**config.mk**
```make
export PLATFORM = sky130hd
export DESIGN_NAME = inst_mem_loader_flat
export DESIGN_NICKNAME = d
export VERILOG_FILES = /design/src/rtl/inst_mem_loader_if.sv /design/src/rtl/inst_mem_loader.sv /design/src/flat_wrapper.sv
export SDC_FILE = /design/constraint.sdc
export NUM_CORES = 1
export LEC_CHECK = 0
export ABC_AREA = 1
export ABC_CLOCK_PERIOD_IN_PS = 2550
export BUFFER_PORTS_ARGS = -buffer_cell sky130_fd_sc_hd__buf_2
export CAP_MARGIN = 20
export CORE_MARGIN = 5
export CORE_UTILIZATION = 45
export CTS_CLUSTER_DIAMETER = 120
export DETAILED_ROUTE_END_ITERATION = 10
export PLACE_DENSITY_LB_ADDON = 0.2
export SYNTH_ARGS = -nofsm -noshare
export SYNTH_HDL_FRONTEND = slang
export SYNTH_SLANG_ARGS = --single-unit
```
**constraint.sdc**
```tcl
create_clock -name clk -period 2.55 [get_ports clk]
set_clock_uncertainty 0.15 [all_clocks]
set_input_delay 0 -clock clk [delete_from_list [all_inputs] [get_ports clk]]
set_output_delay 0 -clock clk [all_outputs]
set_load 0.005 [all_outputs]
```
**src/rtl/inst_mem_loader_if.sv**
```systemverilog
// Loader bus bundle: load control, byte-stream handshake, word write port and status.
// The slave modport is the loader's view; master is the host/bench side.
interface inst_mem_loader_if #(
  parameter int ADDR_W = 32
);
  logic              start;
  logic [15:0]       load_len;
  logic              byte_valid;
  logic [7:0]        byte_data;
  logic              byte_ready;
  logic              write_enable;
  logic [ADDR_W-1:0] wr_address;
  logic [31:0]       wr_data;
  logic              busy;
  logic              done;
  logic              error;
  logic              cpu_hold;

  modport slave (
    input  start, load_len, byte_valid, byte_data,
    output byte_ready, write_enable, wr_address, wr_data, busy, done, error, cpu_hold
  );

  modport master (
    output start, load_len, byte_valid, byte_data,
    input  byte_ready, write_enable, wr_address, wr_data, busy, done, error, cpu_hold
  );
endinterface

```
**src/rtl/inst_mem_loader.sv**
```systemverilog
// Packs a byte stream into little-endian 32-bit words and writes them to the
// instruction ROM at ascending addresses, holding the CPU until the image is in.
module inst_mem_loader #(
  parameter int          ADDR_W          = 32,
  parameter int          MEM_DEPTH_WORDS = 256,
  parameter logic [31:0] BASE_ADDR       = 32'h0
) (
  input  logic clk,
  input  logic rst_n,
  inst_mem_loader_if.slave bus
);
  typedef enum logic [2:0] {IDLE, COLLECT, WRITE, DONE, ERR} state_t;

  localparam logic [16:0] DEPTH = 17'(MEM_DEPTH_WORDS);

  state_t            state;
  logic [1:0]        byte_idx;
  logic [15:0]       word_idx;
  logic [15:0]       len_q;
  logic [23:0]       asm_q;     // bytes 0..2; byte 3 goes straight into wr_data
  logic [ADDR_W-1:0] word_addr;
  logic              too_big;

  assign word_addr = ADDR_W'(BASE_ADDR) + ADDR_W'({word_idx, 2'b00});
  assign too_big   = {1'b0, bus.load_len} > DEPTH;

  always_ff @(posedge clk or negedge rst_n) begin
    if (!rst_n) begin
      state            <= IDLE;
      byte_idx         <= '0;
      word_idx         <= '0;
      len_q            <= '0;
      asm_q            <= '0;
      bus.byte_ready   <= 1'b0;
      bus.write_enable <= 1'b0;
      bus.wr_address   <= '0;
      bus.wr_data      <= '0;
      bus.busy         <= 1'b0;
      bus.done         <= 1'b0;
      bus.error        <= 1'b0;
      bus.cpu_hold     <= 1'b1;
    end else begin
      case (state)
        IDLE, DONE, ERR: begin
          if (bus.start) begin
            bus.done  <= 1'b0;
            bus.error <= 1'b0;
            if (bus.load_len == 16'd0) begin
              state        <= DONE;
              bus.done     <= 1'b1;
              bus.cpu_hold <= 1'b0;
            end else if (too_big) begin
              state        <= ERR;
              bus.error    <= 1'b1;
              bus.cpu_hold <= 1'b1;
            end else begin
              state          <= COLLECT;
              len_q          <= bus.load_len;
              word_idx       <= '0;
              byte_idx       <= '0;
              bus.busy       <= 1'b1;
              bus.byte_ready <= 1'b1;
              bus.cpu_hold   <= 1'b1;
            end
          end
        end
        COLLECT: begin
          if (bus.byte_valid && bus.byte_ready) begin
            byte_idx <= byte_idx + 2'd1;
            case (byte_idx)
              2'd0: asm_q[7:0]   <= bus.byte_data;
              2'd1: asm_q[15:8]  <= bus.byte_data;
              2'd2: asm_q[23:16] <= bus.byte_data;
              default: begin
                state            <= WRITE;
                bus.byte_ready   <= 1'b0;
                bus.write_enable <= 1'b1;
                bus.wr_data      <= {bus.byte_data, asm_q};
                bus.wr_address   <= word_addr;
              end
            endcase
          end
        end
        WRITE: begin
          bus.write_enable <= 1'b0;
          word_idx         <= word_idx + 16'd1;
          byte_idx         <= '0;
          if (word_idx + 16'd1 == len_q) begin
            state        <= DONE;
            bus.done     <= 1'b1;
            bus.busy     <= 1'b0;
            bus.cpu_hold <= 1'b0;
          end else begin
            state          <= COLLECT;
            bus.byte_ready <= 1'b1;
          end
        end
        default: state <= IDLE;
      endcase
    end
  end
endmodule

```
**src/flat_wrapper.sv**
```systemverilog
// flat-port wrapper written by rule: the top's interface ports become plain ports
module inst_mem_loader_flat 
#(
  parameter int          ADDR_W          = 32,
  parameter int          MEM_DEPTH_WORDS = 256,
  parameter logic [31:0] BASE_ADDR       = 32'h0
)
  (clk, rst_n, bus_start, bus_load_len, bus_byte_valid, bus_byte_data, bus_byte_ready, bus_write_enable, bus_wr_address, bus_wr_data, bus_busy, bus_done, bus_error, bus_cpu_hold);
  inst_mem_loader_if #(.ADDR_W(ADDR_W)) bus_i ();
  input  logic clk;
  input  logic rst_n;
  input wire logic [$bits(bus_i.start)-1:0] bus_start;
  input wire logic [$bits(bus_i.load_len)-1:0] bus_load_len;
  input wire logic [$bits(bus_i.byte_valid)-1:0] bus_byte_valid;
  input wire logic [$bits(bus_i.byte_data)-1:0] bus_byte_data;
  output wire logic [$bits(bus_i.byte_ready)-1:0] bus_byte_ready;
  output wire logic [$bits(bus_i.write_enable)-1:0] bus_write_enable;
  output wire logic [$bits(bus_i.wr_address)-1:0] bus_wr_address;
  output wire logic [$bits(bus_i.wr_data)-1:0] bus_wr_data;
  output wire logic [$bits(bus_i.busy)-1:0] bus_busy;
  output wire logic [$bits(bus_i.done)-1:0] bus_done;
  output wire logic [$bits(bus_i.error)-1:0] bus_error;
  output wire logic [$bits(bus_i.cpu_hold)-1:0] bus_cpu_hold;
  assign bus_i.start = bus_start;
  assign bus_i.load_len = bus_load_len;
  assign bus_i.byte_valid = bus_byte_valid;
  assign bus_i.byte_data = bus_byte_data;
  assign bus_byte_ready = bus_i.byte_ready;
  assign bus_write_enable = bus_i.write_enable;
  assign bus_wr_address = bus_i.wr_address;
  assign bus_wr_data = bus_i.wr_data;
  assign bus_busy = bus_i.busy;
  assign bus_done = bus_i.done;
  assign bus_error = bus_i.error;
  assign bus_cpu_hold = bus_i.cpu_hold;
  inst_mem_loader #(.ADDR_W(ADDR_W), .MEM_DEPTH_WORDS(MEM_DEPTH_WORDS), .BASE_ADDR(BASE_ADDR)) u_core (.clk(clk), .rst_n(rst_n), .bus(bus_i));
endmodule
```
## After elaboration in Yosys (flattened, before gate mapping)

Cells that the tools add are included.

- Flip-flop bits (word level): 115
- Bits of input ports: 28
- Output and inout port bits: 70

- Add/subtract/negate cells: 2
- Magnitude comparators: 1
- Equal/unequal tests: 14
- Multiplexer cells: 37
- Bitwise logic cells: 3
- Reduce and logical (&&, ||, !) cells: 22

Operator list:

| kind | number |
|---|---|
| two-way mux 16 bit | 3 |
| one-hot mux 16 bit (2 select lines) | 1 |
| AND reduction 3 bit | 7 |
| adder 16 x 1 -> 16 bit, second input constant | 1 |
| equality test 16 bit | 1 |
| > comparator 16 x 9 -> 1 bit, second input constant | 1 |
| logical NOT 16 bit | 1 |
| two-way mux 1 bit | 16 |
| two-way mux 3 bit | 5 |
| two-way mux 2 bit | 5 |
| inequality test 2 bit, second input constant | 5 |
| AND reduction 5 bit | 2 |
| one-hot mux 3 bit (3 select lines) | 1 |
| one-hot mux 1 bit (2 select lines) | 4 |
| AND reduction 4 bit | 2 |
| AND reduction 7 bit | 1 |
| equality test 3 x 2 -> 1 bit, second input constant | 2 |
| one-hot mux 2 bit (3 select lines) | 1 |
| OR reduction 3 bit | 2 |
| inequality test 2 x 1 -> 1 bit, second input constant | 2 |
| nonzero test 2 bit | 2 |
| equality test 3 x 1 -> 1 bit, second input constant | 1 |
| equality test 3 bit, second input constant | 1 |
| logical NOT 3 bit | 1 |
| 9 further kinds | 11 |

## Depth between registers and ports, before layout

- Word-level depth: 5
- Mapped depth: 15
- Gate-level depth less buffers: 15

## Worst setup path after synthesis

No wires, ideal clock.

- Path type: reg-to-reg
- Start point: reg u_core.word_idx[0]
- End point: reg u_core.bus.cpu_hold
- Library setup time: 77 ps
- Arrival time: 1675 ps
- Setup slack: 648 ps
- Stages on the path, launching flop included: 15
- Buffers on the path: 0
- Cells stage by stage: dfrtp_1 ha_1 inv_1 nand2_1 nand2_1 nand3_1 nor2_1 nand3_1 nor2_1 nand2_1 nor2_1 nand3_2 nand2_2 nand2_1 o21a_1

- Cells in the longest elaborated chain, start to end: 4

Ends and longest elaborated chain:

| element | RTL line | text |
|---|---|---|
| start: declaration | inst_mem_loader.sv:18 | `logic [15:0] word_idx;` |
| start signal: assignment | inst_mem_loader.sv:86 | `word_idx <= word_idx + 16'd1;` |
| adder 16 x 1 -> 16 bit | inst_mem_loader.sv:88 | `if (word_idx + 16'd1 == len_q) begin` |
| equality test 16 bit | inst_mem_loader.sv:88 |  |
| inequality test 2 x 1 -> 1 bit (no source line) | n/a |  |
| AND reduction 3 bit (no source line) | n/a |  |
| end signal: assignment | inst_mem_loader.sv:55 | `bus.cpu_hold <= 1'b1;` |
| end signal: assignment | inst_mem_loader.sv:63 | `bus.cpu_hold <= 1'b1;` |
| end signal: assignment | inst_mem_loader.sv:92 | `bus.cpu_hold <= 1'b0;` |
| end: declaration | inst_mem_loader_if.sv:21 | `output byte_ready, write_enable, wr_address, wr_data, busy, done, error, cpu_hold` |

No other way between the ends.
A chain may end at the register's enable or synchronous reset.

## Final worst setup path

- Start point: reg u_core.word_idx[1]
- End point: reg u_core.bus.busy

- Cells in the longest elaborated chain, start to end: 4

Ends and longest elaborated chain:

| element | RTL line | text |
|---|---|---|
| adder 16 x 1 -> 16 bit | inst_mem_loader.sv:88 |  |
| equality test 16 bit | inst_mem_loader.sv:88 |  |
| inequality test 2 x 1 -> 1 bit (no source line) | n/a |  |
| AND reduction 5 bit (no source line) | n/a |  |
| end signal: assignment | inst_mem_loader.sv:38 | `bus.busy <= 1'b0;` |
| end signal: assignment | inst_mem_loader.sv:61 | `bus.busy <= 1'b1;` |
| end signal: assignment | inst_mem_loader.sv:91 | `bus.busy <= 1'b0;` |
| end: declaration | inst_mem_loader_if.sv:21 |  |

No other way between the ends.

==> run summary <==
The commonest non-fill, non-tap cell in the layout is sky130_fd_sc_hd__nand2_1. The number of gates resized after CTS was 0. The worst hold path stage count came out at 6. The number of hold buffers added after CTS is 24. The number of antenna violations at the first check in global routing is 0.

The first-pass GRT wire length is 22.29 mm. Entering global routing, the biggest net connects 53 pins. The maximum fanout count along the critical path is 5. The post-synthesis cell count is 651. The worst-case IR drop observed on VDD is 332.9 uV. The latest clock arrival within the worst-skew pair came out at 0.41 ns.

In this run the tool buffered the top-level ports with 81 buffer cells. The final net count is 800. The instance area at placement came out at 0.005883 sq mm. After layout, the design draws a total of 0.006101 W. Setup violations remaining at the end of the flow were counted as 0. The leakage component of the power is 3.735 nW. The run finished with clean final reports. In the routed layout, each cell is associated on average with a via count of 4.874.

The data arrival at the endpoint of the critical path came out at 2.42 ns. The tree is rooted in a sky130_fd_sc_hd__clkbuf_16. In the routed design, unresolved DRC markers number 0.

The initial cell density of the core is 0.4628. The total via count after detailed routing is 4499. The multi-input logic area came out at 0.002088 sq mm. Compared with the post-synthesis result, the final layout area differs by 26.53%.

Derived from the worst setup path, the maximum achievable clock frequency is 448.5 MHz. The height of the chip came out at 118.8 microns. The number of placed cells counting well taps came out at 867. The number of nets with antenna violations after routing is 0. The worst register-to-register path has a setup slack of 0.32 ns.

The standard cell core area is 0.01152 sq mm. In the layout the commonest cells are 249 x sky130_fd_sc_hd__nand2_1, 114 x sky130_fd_sc_hd__dfrtp_1, 80 x sky130_fd_sc_hd__buf_2. The mean instance size in the synthesized netlist came out at 8.188 sq um.

The worst setup path is captured at a register. The number of levels the H-tree was split into came out at 4. The number of setup buffers added after CTS is 0. The global placement routability congestion is 0.8704. TritonCTS built the clock tree. STA classifies the critical path startpoint as a register. The total I/O pin count is 98. The critical path is of the reg -> reg type.

The headroom to the max-slew limit came out at 0.6657. The number of pins with negative max-slew slack in the final report came out at 0. The power per unit of standard cell area is 904.7 mW/mm^2.

The number of buffers created by CTS came out at 17. The final critical-path share of the clock period is 0.8744. The count of max-cap constraint violations is 0. The worst register-to-register path has a depth of 13. The kind of path behind the tightest hold check is in -> reg. The count of cell types in the netlist is 32. Setup repair after global routing left no endpoint under its margin.

The total half-perimeter wirelength after legalization and detailed placement is 9.114 mm. The leftover overflow at the end of global routing came out at 0. The synthesized netlist occupies a cell area of 0.005330 sq mm. The total non-filler cell area in the finished layout came out at 0.006744 sq mm. The final-report hold violation count came out at 0.

The transition at the pin with the smallest max-transition slack is 0.5003 ns. The number of DRC violations after detailed-routing iteration 0 came out at 353. The clock period could shrink to 2.230 ns. The floorplan die area is 0.01412 sq mm. The total global-route track usage is 0.1954.

The number of warnings printed during yosys synthesis is 0. The length of the first detailed-routing pass in iterations came out at 7. The sequential standard cell area is 0.002879 sq mm. In the final timing run, aggregate negative setup slack is 0 ns.

Data on the critical path is required at its endpoint by 2.74 ns. For this run, the register share of the synthesized area comes to 0.5401. The non-filler instance count after layout came out at 923.

The clock sink count came out at 115. The number of global-route vias before repair is 4569. The routed wire length is 12.91 mm. Counting the fill cells in the layout gives 1043.

The clock edge transition at the registers on the reported setup and hold paths came out at 0.06 ns. The maximum clock path buffer count is 2. The count of antenna diodes in the layout is 0. The share of post-route cells with drive strength above 1 is 0.1949. Measured along the x axis, the die boundary spans 118.8 microns. The row count came out at 39. The number of synthesized register bits came out at 115. The mean routed wirelength per cell is 13.99 microns.
[power breakdown]
group / internal, W / switching (W) / leakage (nW) / total (W)
combinational: 0.000496 / 0.000941 / 1.93 / 0.00144
sequential: 0.00201 / 0.000242 / 1.52 / 0.00225
clock: 0.00154 / 0.000873 / 0.287 / 0.00242
total: 0.00405 / 0.00206 / 3.74 / 0.00610
[routing by layer]
layer / part of all wire / vias to the layer above / GRT usage
li1: - / 2258 / -
met1: 0.45 / 2096 / 0.2564
met2: 0.48 / 131 / 0.3204
met3: 0.051 / 14 / 0.04787
met4: 0.013 / 0 / 0.06445
met5: 0 / - / 0
[cells in the mapped netlist (all sizes together)]
master / n / area (sq um)
buf: 20 / 140.1
conb: 1 / 3.750
nand4: 7 / 43.79
ha: 5 / 62.56
nor2: 38 / 180.2
xor2: 1 / 8.760
dfstp: 1 / 26.28
o21a: 2 / 15.01
nand3b: 9 / 67.56
clkbuf: 12 / 45.04
a21oi: 3 / 18.77
dfrtp: 114 / 2853
clkinv: 1 / 3.750
xnor3: 1 / 22.52
inv: 62 / 232.7
o21ai: 76 / 384.1
nand2: 260 / 1006
nor3: 2 / 15.01
xnor2: 1 / 8.760
nor4: 1 / 12.51
nand3: 34 / 180.2
[final timing paths]
kind                               startpoint                endpoint
hold / removal               bus_load_len[14]        u_core.bus.error
hold reg to reg               u_core.asm_q[7]   u_core.bus.wr_data[7]
min in group asynchronous               rst_n  u_core.bus.wr_data[21]
setup / recovery           u_core.word_idx[1]         u_core.bus.busy
setup reg to reg           u_core.word_idx[1]         u_core.bus.busy
max in group asynchronous               rst_n     u_core.bus.cpu_hold
[worst max-delay path, cell delays in order (launching register included)]
cell and delay, ns:
sky130_fd_sc_hd__dfrtp_1 0.45, sky130_fd_sc_hd__ha_1 0.26, sky130_fd_sc_hd__nand3_1 0.14, sky130_fd_sc_hd__o21ai_1 0.22, sky130_fd_sc_hd__nand2_1 0.12, sky130_fd_sc_hd__nand2_1 0.08
sky130_fd_sc_hd__nand2_1 0.06, sky130_fd_sc_hd__nor2_2 0.07, sky130_fd_sc_hd__nand2_1 0.06, sky130_fd_sc_hd__nor2_2 0.09, sky130_fd_sc_hd__nand3_2 0.16, sky130_fd_sc_hd__nand2_2 0.12
sky130_fd_sc_hd__nand2_1 0.06, sky130_fd_sc_hd__a21oi_2 0.11
[logic make-up (layout without fill, tap and decap cells)]
logic type | Yosys count | count (layout) | synth area share
buffers and inverters | 95 | 209 | 0.07911
AND/OR/NAND/NOR | 351 | 351 | 0.2824
flip-flops | 115 | 115 | 0.5401
adder cells (fa/ha/maj) | 5 | 5 | 0.01174
XOR/XNOR | 3 | 3 | 0.007512
AO/OA/AOI/OAI | 81 | 81 | 0.07840
other | 1 | 16 | 0.0007035
[sequential cells by signal, summed over array words and instances, names as in the netlist]
| register | cells |
|---|---|
| u_core.bus.byte_ready | 1 |
| u_core.word_idx | 16 |
| u_core.asm_q | 24 |
| u_core.bus.wr_data | 32 |
| u_core.bus.error | 1 |
| u_core.bus.done | 1 |
| u_core.bus.busy | 1 |
| u_core.bus.write_enable | 1 |
| u_core.byte_idx | 2 |
| u_core.len_q | 16 |
| u_core.state | 3 |
| u_core.bus.cpu_hold | 1 |
| u_core.bus.wr_address | 16 |
[per-stage QoR]
| step | utilization | worst slack, ns | hold WS [ns] |
|---|---|---|---|
| floorplan | - | 0.6476 | -0.4456 |
| detailed placement | 0.5109 | 0.3604 | -0.1645 |
| global route | 0.5856 | 0.06893 | 0.05385 |
| finish | 0.5856 | 0.3202 | 0.01564 |
| global placement | 0.5109 | 0.4371 | -0.1654 |
| CTS | 0.5856 | 0.3200 | 0.01076 |
[layout make-up]
type / count / area share
inverters: 63 / 0.03506
repair buffers: 114 / 0.1113
flip-flops and latches: 115 / 0.4269
well taps: 143 / 0.02653
clock inverters: 15 / 0.02746
multi-input cells: 456 / 0.3096
clock buffers: 17 / 0.06308
Note: power is estimated with default switching activity, not from simulation.
